**src/rtl/weight_buf_pkg.sv**
```systemverilog
// Shared types for the double-buffered weight store: per-bank lifecycle state
// and the bank count.
package weight_buf_pkg;

    typedef enum logic [1:0] {
        BANK_EMPTY = 2'd0,
        BANK_FILL  = 2'd1,
        BANK_FULL  = 2'd2
    } bank_state_t;

    localparam int NUM_BANKS = 2;

endpackage

```
**src/rtl/weight_buf_bank.sv**
```systemverilog
// Single-port synchronous weight RAM with registered read data; this is the
// drop-in point for a compiled SRAM macro.
module weight_buf_bank #(
    parameter  int DATA_W = 8,
    parameter  int DEPTH  = 16,
    localparam int ADDR_W = $clog2(DEPTH)
) (
    input  logic              clk,
    input  logic              we,
    input  logic [ADDR_W-1:0] addr,
    input  logic [DATA_W-1:0] wdata,
    output logic [DATA_W-1:0] rdata
);

    logic [DATA_W-1:0] mem_q [DEPTH];

    // NOTE: the array has no reset so it maps onto a plain SRAM; every word is
    // written before a tile can be read, and out-of-tile reads are masked above.
    always_ff @(posedge clk) begin
        if (we) begin
            mem_q[addr] <= wdata;
        end
        rdata <= mem_q[addr];
    end

endmodule

```
**src/rtl/weight_pingpong_buffer.sv**
```systemverilog
// Two-bank ping-pong weight store: the loader fills one bank while the compute
// array reads the other; banks change hands through tile close and release.
module weight_pingpong_buffer
    import weight_buf_pkg::*;
#(
    parameter  int DATA_W = 8,
    parameter  int DEPTH  = 16,
    localparam int ADDR_W = $clog2(DEPTH)
) (
    input  logic              clk,
    input  logic              rst_n,
    input  logic              wr_valid,
    output logic              wr_ready,
    input  logic [DATA_W-1:0] wr_data,
    input  logic              wr_last,
    input  logic              rd_en,
    input  logic [ADDR_W-1:0] rd_addr,
    output logic [DATA_W-1:0] rd_data,
    output logic              rd_valid,
    input  logic              rd_release,
    output logic              bank_ready,
    output logic [ADDR_W:0]   rd_count
);

    bank_state_t       state_q [NUM_BANKS];
    bank_state_t       state_d [NUM_BANKS];
    logic [ADDR_W:0]   count_q [NUM_BANKS];
    logic [ADDR_W:0]   count_d [NUM_BANKS];
    logic              wr_bank_q, wr_bank_d;
    logic              rd_bank_q, rd_bank_d;
    logic [ADDR_W-1:0] wr_ptr_q, wr_ptr_d;

    logic              rd_valid_q, rd_sel_q, rd_zero_q;
    logic [DATA_W-1:0] hold_q;

    logic              wr_accept, wr_close, rd_fire, rel_fire;
    logic              bank_we    [NUM_BANKS];
    logic [ADDR_W-1:0] bank_addr  [NUM_BANKS];
    logic [DATA_W-1:0] bank_rdata [NUM_BANKS];

    assign wr_ready   = (state_q[wr_bank_q] != BANK_FULL);
    assign bank_ready = (state_q[rd_bank_q] == BANK_FULL);
    assign rd_count   = bank_ready ? count_q[rd_bank_q] : '0;

    assign wr_accept = wr_valid && wr_ready;
    assign wr_close  = wr_accept && (wr_last || (wr_ptr_q == ADDR_W'(DEPTH - 1)));
    assign rd_fire   = rd_en && bank_ready;
    assign rel_fire  = rd_release && bank_ready;

    // NOTE: every next-state variable takes its current value first, so no
    // path through this block leaves one unassigned and no latch is inferred.
    always_comb begin
        state_d   = state_q;
        count_d   = count_q;
        wr_bank_d = wr_bank_q;
        rd_bank_d = rd_bank_q;
        wr_ptr_d  = wr_ptr_q;
        if (wr_accept) begin
            state_d[wr_bank_q] = BANK_FILL;
            wr_ptr_d           = wr_ptr_q + ADDR_W'(1);
            if (wr_close) begin
                state_d[wr_bank_q] = BANK_FULL;
                count_d[wr_bank_q] = {1'b0, wr_ptr_q} + (ADDR_W + 1)'(1);
                wr_bank_d          = ~wr_bank_q;
                wr_ptr_d           = '0;
            end
        end
        // The released bank is never the one being written, so both updates stand.
        if (rel_fire) begin
            state_d[rd_bank_q] = BANK_EMPTY;
            rd_bank_d          = ~rd_bank_q;
        end
    end

    // NOTE: sequential state uses non-blocking assignments so every register
    // samples pre-edge values regardless of process ordering.
    always_ff @(posedge clk or negedge rst_n) begin
        if (!rst_n) begin
            for (int b = 0; b < NUM_BANKS; b++) begin
                state_q[b] <= BANK_EMPTY;
                count_q[b] <= '0;
            end
            wr_bank_q <= 1'b0;
            rd_bank_q <= 1'b0;
            wr_ptr_q  <= '0;
        end else begin
            state_q   <= state_d;
            count_q   <= count_d;
            wr_bank_q <= wr_bank_d;
            rd_bank_q <= rd_bank_d;
            wr_ptr_q  <= wr_ptr_d;
        end
    end

    // Read side remembers which bank was read and whether the address fell
    // past the tile; hold_q keeps the last delivered word between reads.
    always_ff @(posedge clk or negedge rst_n) begin
        if (!rst_n) begin
            rd_valid_q <= 1'b0;
            rd_sel_q   <= 1'b0;
            rd_zero_q  <= 1'b0;
            hold_q     <= '0;
        end else begin
            rd_valid_q <= rd_fire;
            if (rd_fire) begin
                rd_sel_q  <= rd_bank_q;
                rd_zero_q <= ({1'b0, rd_addr} >= count_q[rd_bank_q]);
            end
            if (rd_valid_q) begin
                hold_q <= rd_data;
            end
        end
    end

    assign rd_valid = rd_valid_q;
    assign rd_data  = !rd_valid_q ? hold_q :
                      (rd_zero_q ? '0 : bank_rdata[rd_sel_q]);

    for (genvar b = 0; b < NUM_BANKS; b++) begin : g_bank
        assign bank_we[b]   = wr_accept && (wr_bank_q == 1'(b));
        assign bank_addr[b] = (state_q[b] == BANK_FULL) ? rd_addr : wr_ptr_q;

        weight_buf_bank #(
            .DATA_W (DATA_W),
            .DEPTH  (DEPTH)
        ) u_bank (
            .clk   (clk),
            .we    (bank_we[b]),
            .addr  (bank_addr[b]),
            .wdata (wr_data),
            .rdata (bank_rdata[b])
        );
    end

endmodule
```
**config.mk**
```make
export PLATFORM = sky130hd
export DESIGN_NAME = weight_pingpong_buffer
export DESIGN_NICKNAME = d
export VERILOG_FILES = /design/src/rtl/weight_buf_pkg.sv /design/src/rtl/weight_buf_bank.sv /design/src/rtl/weight_pingpong_buffer.sv
export SDC_FILE = /design/constraint.sdc
export NUM_CORES = 1
export LEC_CHECK = 0
export BUFFER_PORTS_ARGS = -buffer_cell sky130_fd_sc_hd__buf_2
export CORE_MARGIN = 2
export CORE_UTILIZATION = 58
export CTS_BUF_LIST = sky130_fd_sc_hd__clkbuf_8
export DETAILED_ROUTE_END_ITERATION = 16
export HOLD_SLACK_MARGIN = 0.02
export PLACE_DENSITY = 0.79
export SYNTH_ARGS = -nofsm -noshare
export SYNTH_HDL_FRONTEND = slang
export SYNTH_SLANG_ARGS = --single-unit
```
**constraint.sdc**
```tcl
create_clock -name clk -period 2.3 [get_ports clk]
set_input_delay 0.115 -clock clk [delete_from_list [all_inputs] [get_ports clk]]
set_output_delay 0.115 -clock clk [all_outputs]
set_load 0.05 [all_outputs]
```
==> results of run 1 <==
==> repair_timing <==
item                                   CTS  global route
endpoints found under the hold margin   43             0
pin swaps                                0             0
hold buffers                             5             0
gates resized for setup                  2             1
setup endpoints to repair                3            29
gates cloned                             0             0
==> layout by cell type (no fill, tap or decap), types with 3 or more instances in the layout <==
cell type,netlist,layout
buf_4,2,56
dlygate4sd3_1,0,5
edfxtp_1,256,256
ha_1,5,5
or4_1,16,16
a22oi_1,114,114
mux2i_1,20,12
o21ai_0,16,16
nand2b_1,9,9
inv_1,12,27
clkinv_2,0,4
a21oi_1,76,76
dfrtp_1,31,31
a31oi_1,3,3
mux2i_2,0,6
a22oi_2,14,14
and2_1,3,3
buf_2,17,33
o22ai_1,16,16
clkbuf_8,0,49
nor2_1,49,49
dfxtp_1,16,16
clkinv_1,0,9
nand3_1,6,6
nand2_1,41,41
==> area by class of cell <==
| class | count | area share [%] |
|---|---|---|
| clock buffers | 49 | 5.060 |
| clock inverters | 31 | 1.164 |
| inverters | 12 | 0.3379 |
| multi-input cells | 408 | 19.98 |
| flip-flops and latches | 303 | 65.90 |
| well taps | 265 | 2.488 |
| repair buffers | 96 | 5.069 |
==> state kept, by name, indices dropped and copies added (netlist names) <==
signal	cells
count_q	10
rd_valid	1
g_bank.u_bank.mem_q	256
g_bank.u_bank.rdata	16
hold_q	8
rd_sel_q	1
wr_ptr_q	4
state_q	4
rd_zero_q	1
wr_bank_q	1
rd_bank_q	1
==> through the flow <==
stage / instance area (um2) / utilization, % / setup WS [ns] / total power, uW
after global placement: 12440 / 63.50 / 0.1474 / 11430
after detailed placement: 12440 / 63.50 / 0.03479 / 11630
final: 13330 / 68.04 / 0.06808 / 15660
after global routing: 13330 / 68.04 / 0.009077 / 16320
after floorplan: 11690 / - / 0.06529 / 10160
after CTS: 13330 / 68.03 / 0.05510 / 15610
==> cells by family after synthesis <==
kind of cell | share of synthesized area [%]
muxes | 2.066
AOI/OAI and AO/OA | 14.06
and+or+nand+nor | 5.525
xor gates and xnor gates | 0.1499
DFF | 75.16
adders and majority gates | 0.5353
buffers and inverters | 2.505
==> path summary, 6_finish.rpt <==
check                            from                        end  slack, ns  depth (start not counted)
min in group asynchronous       rst_n                 count_q[9]       0.15                          2
min                        rd_addr[3]                  rd_zero_q       0.12                          4
max                          rd_sel_q                 rd_data[3]       0.07                          3
max reg2reg                state_q[2]  g_bank[0].u_bank.rdata[0]       0.08                          5
max in group asynchronous       rst_n                 count_q[3]       1.70                          2
min reg2reg                count_q[1]                 count_q[1]       0.48                          2
==> power breakdown <==
part	leakage, uW	internal [uW]	total [uW]	switching (uW)
Clock	0.000476	2070	3980	1920
Combinational	0.00133	1660	4870	3210
Sequential	0.00284	6500	6810	304
==> per-layer routing <==
layer | share of wire [%] | up-vias | GRT usage [%]
li1 | - | 3212 | -
met4 | 3.1 | 0 | 8.676
met5 | 0 | - | 0
met1 | 39 | 3580 | 36.52
met2 | 47 | 486 | 40.00
met3 | 12 | 78 | 6.082
==> worst max-delay path, cell delays in order (launching register included) <==
cell     delay, ns
dfrtp_1       0.67
mux2i_1       0.50
o22ai_1       0.14
buf_2         0.26
==> results.cfg, run 1 <==
[synth]
synth_top_area_share_pct = 65.78
ys_ff_latch = 303
synth_area_leader_cell = edfxtp_1
synth_flop_cell = edfxtp_1
synth_most_common_cell = edfxtp_1
synthesis.area_um2 = 11690
ys_warn_count = 0
syn_nets = 792
synth_edf_count = 256
synthArstFlopShare_pct = 10.23
synth.distinct_cells = 39
synth_top_cells_by_count = 256 x edfxtp_1, 114 x a22oi_1, 76 x a21oi_1
syn_area_per_cell_um2 = 15.20
ys_seq_area_share_pct = 75.16
syn-instance-count = 769
synth.top_cells.by_area = edfxtp_1 66%, a22oi_1 7.3%, dfrtp_1 6.6%

[grt]
grt_max_degree = 34
antenna_found_initial = 0
grt_pass1_wl_um = 41920
grt.overflow.total = 0
grt_use_total_pct = 25.79
grt_pass1_vias = 7220

[drt]
num_vias = 7356
wirelength_um = 27170
wire_per_inst_um = 23.34
first_pass_iters = 6
vias_per_cell = 6.320
drc = 0
drtIter0Drc = 990
ant_nets = 0

[placed_design]
dp_cells = 1079
port_buffers = 33
hpwl_um = 17550
gp_congestion = 0.9453

[layout]
diodes = 0
final_nets = 889
layout.cells.non_filler = 1164
seq_area_um2 = 8783
nFillCells = 1264
area_delta_synth_final_pct = 14.06
drive_gt1_share_pct = 19.58
multi_input_area_um2 = 2664

[cts]
cts.sinks = 303
cts_max_level = 2
root_buffer = clkbuf_8
cts_tree = done
cts_setup_buffers = 0
clk_latency_ns = 0.55
cts_max_path_buffers = 3
cts_buffers = 45
clk_pin_slew_worst_paths_ns = 0.06

[floorplanning]
core-area_um2 = 19590
fp.dieH_um = 145.9
initial_core_util_pct = 59.65
chipWidth_um = 145.9
io_pins = 34
dieArea_um2 = 21300
num_rows = 51

[critical_path]
critPathCaptureType = output pin
start_kind = flop
cp.arrival_ns = 2.12
critPathMaxFanout = 10
crit_type = reg2out
required_ns = 2.18

[sta]
rsz0062_at_grt = no
finalMaxSlewViolations = 0
setup_tns_ns = 0
fmax_mhz = 448.0
clock_skew_ns = 0.01389
setup_violations = 0
tightestPinTransition_ns = 0.7584
period_minus_slack_ns = 2.232
whs_ns = 0.1226
hold_viol = 0
period_share_pct = 97.04
relSlewSlack_pct = 49.26

[outcome]
status = completed

[power]
power.leakage_uw = 0.004651
p_per_area_nw_per_um2 = 1175
ir_worst_vdd_mv = 0.5074

[min_path]
hold_class = in2reg

[run]
cap_viol_max_count = 0
(Power assumes the default switching activity.)
==> run 2, diff against run 1 <==
RECOVER_POWER = 100   (was not set)
==> results.cfg, run 2 (synthesis results as in run 1) <==
[placed_design]
gp_congestion = 0.9453
preCtsSetupSlack_ns = 0.03479
hpwl_um = 17550
port_buffers = 33

[drt]
vias_per_cell = 6.352
wirelength_um = 27180
wire_per_inst_um = 23.35
first_pass_iters = 6
num_vias = 7394
ant_nets = 0
drtIter0Drc = 996
drc = 0

[cts]
clk_latency_ns = 0.55
cts_max_path_buffers = 3
cts_max_level = 2
cts.sinks = 303
cts_buffers = 45
cts_tree = done
root_buffer = clkbuf_8
clk_pin_slew_worst_paths_ns = 0.06

[critical_path]
cp.arrival_ns = 2.13
max_stage_delay_ns = 0.68
critPathCaptureType = output pin
start_kind = flop
required_ns = 2.18
critPathSlowestCell = dfrtp_1
crit_type = reg2out
critPathMaxFanout = 10
crit_chain = mux2i_1 > o22ai_1 > buf_2

[sta]
finalMaxSlewViolations = 296
clock_skew_ns = 0.01131
setup_ws_ns = 0.05540
period_share_pct = 97.59
relSlewSlack_pct = -16.65
hold_viol = 0
setup_violations = 0
rsz0062_at_grt = no
setup_tns_ns = 0
period_minus_slack_ns = 2.245
fmax_mhz = 445.5
tightestPinTransition_ns = 1.750
whs_ns = 0.1216

[grt]
grt_pass1_vias = 7220
grt_use_total_pct = 25.79
grt.overflow.total = 0
grt_pass1_wl_um = 41920
antenna_found_initial = 0
grt_max_degree = 34

[power]
power.leakage_uw = 0.004559
p_per_area_nw_per_um2 = 1181
ir_worst_vdd_mv = 0.5126
power.total_uw = 15590

[layout]
nFillCells = 1312
largest_reg_flops = 256
final_cell_mix = 256 x edfxtp_1, 116 x a22oi_1, 76 x a21oi_1, 49 x nor2_1, 49 x clkbuf_8
layout_commonest_cell = edfxtp_1
reg_top3 = g_bank.u_bank.mem_q: 256 flops, g_bank.u_bank.rdata: 16 flops, count_q: 10 flops
drive_gt1_share_pct = 16.69
top_register = g_bank.u_bank.mem_q
diodes = 0
seq_area_um2 = 8783
multi_input_area_um2 = 2643
area_delta_synth_final_pct = 12.94
finish.utilization_pct = 67.38
final_nets = 889

[floorplanning]
num_rows = 51
initial_core_util_pct = 59.65
fp.dieH_um = 145.9
core-area_um2 = 19590
dieArea_um2 = 21300
io_pins = 34
chipWidth_um = 145.9

[min_path]
hold_class = in2reg

[outcome]
status = complete, but fails checks
violations = capacitance limit, slew limit

[run]
cap_viol_max_count = 9
-- run 2: metal layers --
layer / vias up / share of wire [%] / global-route usage [%]
met2: 496 / 47 / 40.00
met4: 0 / 3.0 / 8.676
li1: 3220 / - / -
met1: 3608 / 39 / 36.52
met3: 70 / 11 / 6.082
met5: - / 0 / 0
-- run 2: power breakdown --
group / total (uW) / internal, uW / switching (uW)
sequential: 6820 / 6510 / 306
clock: 3980 / 2070 / 1910
combinational: 4790 / 1580 / 3210
total: 15600 / 10200 / 5430
-- run 2: final cells by class --
type | instances | share of cell area (%)
Sequential cell | 303 | 66.55
Clock buffer | 49 | 5.109
Clock inverter | 31 | 1.175
Multi-Input combinational cell | 408 | 20.02
Tap cell | 265 | 2.512
Timing Repair Buffer | 96 | 4.294
Inverter | 12 | 0.3413
-- run 2: timing repair --
item                       in CTS  in global routing
hold buffers                    5                  0
setup endpoints to repair       3                 29
hold endpoints to repair       43                  0
buffers inserted                0                  0
gates resized for setup         2                  1
-- run 2: worst max-delay path, delay by kind of cell, from the launching register on --
kind	cells	cell delay, ns
buf+inv	1	0.27
flops	1	0.68
compound gates	1	0.15
mux	1	0.48
-- run 2: final timing paths --
kind	from	to	slack, ns	cells past startpoint
min in group asynchronous	rst_n	count_q[9]	0.53	2
min	rd_addr[3]	rd_zero_q	0.12	4
max	rd_sel_q	rd_data[5]	0.06	3
min reg2reg	count_q[9]	count_q[9]	0.48	2
max reg2reg	state_q[2]	g_bank[0].u_bank.rdata[0]	0.10	5
max in group asynchronous	rst_n	count_q[3]	0.80	2
-- run 2: through the flow --
stage	std cells	cell area (um2)
floorplan	769	11690
global placement	1079	12440
detailed placement	1079	12440
CTS	1164	13330
global route	1164	13200
finish	1164	13200
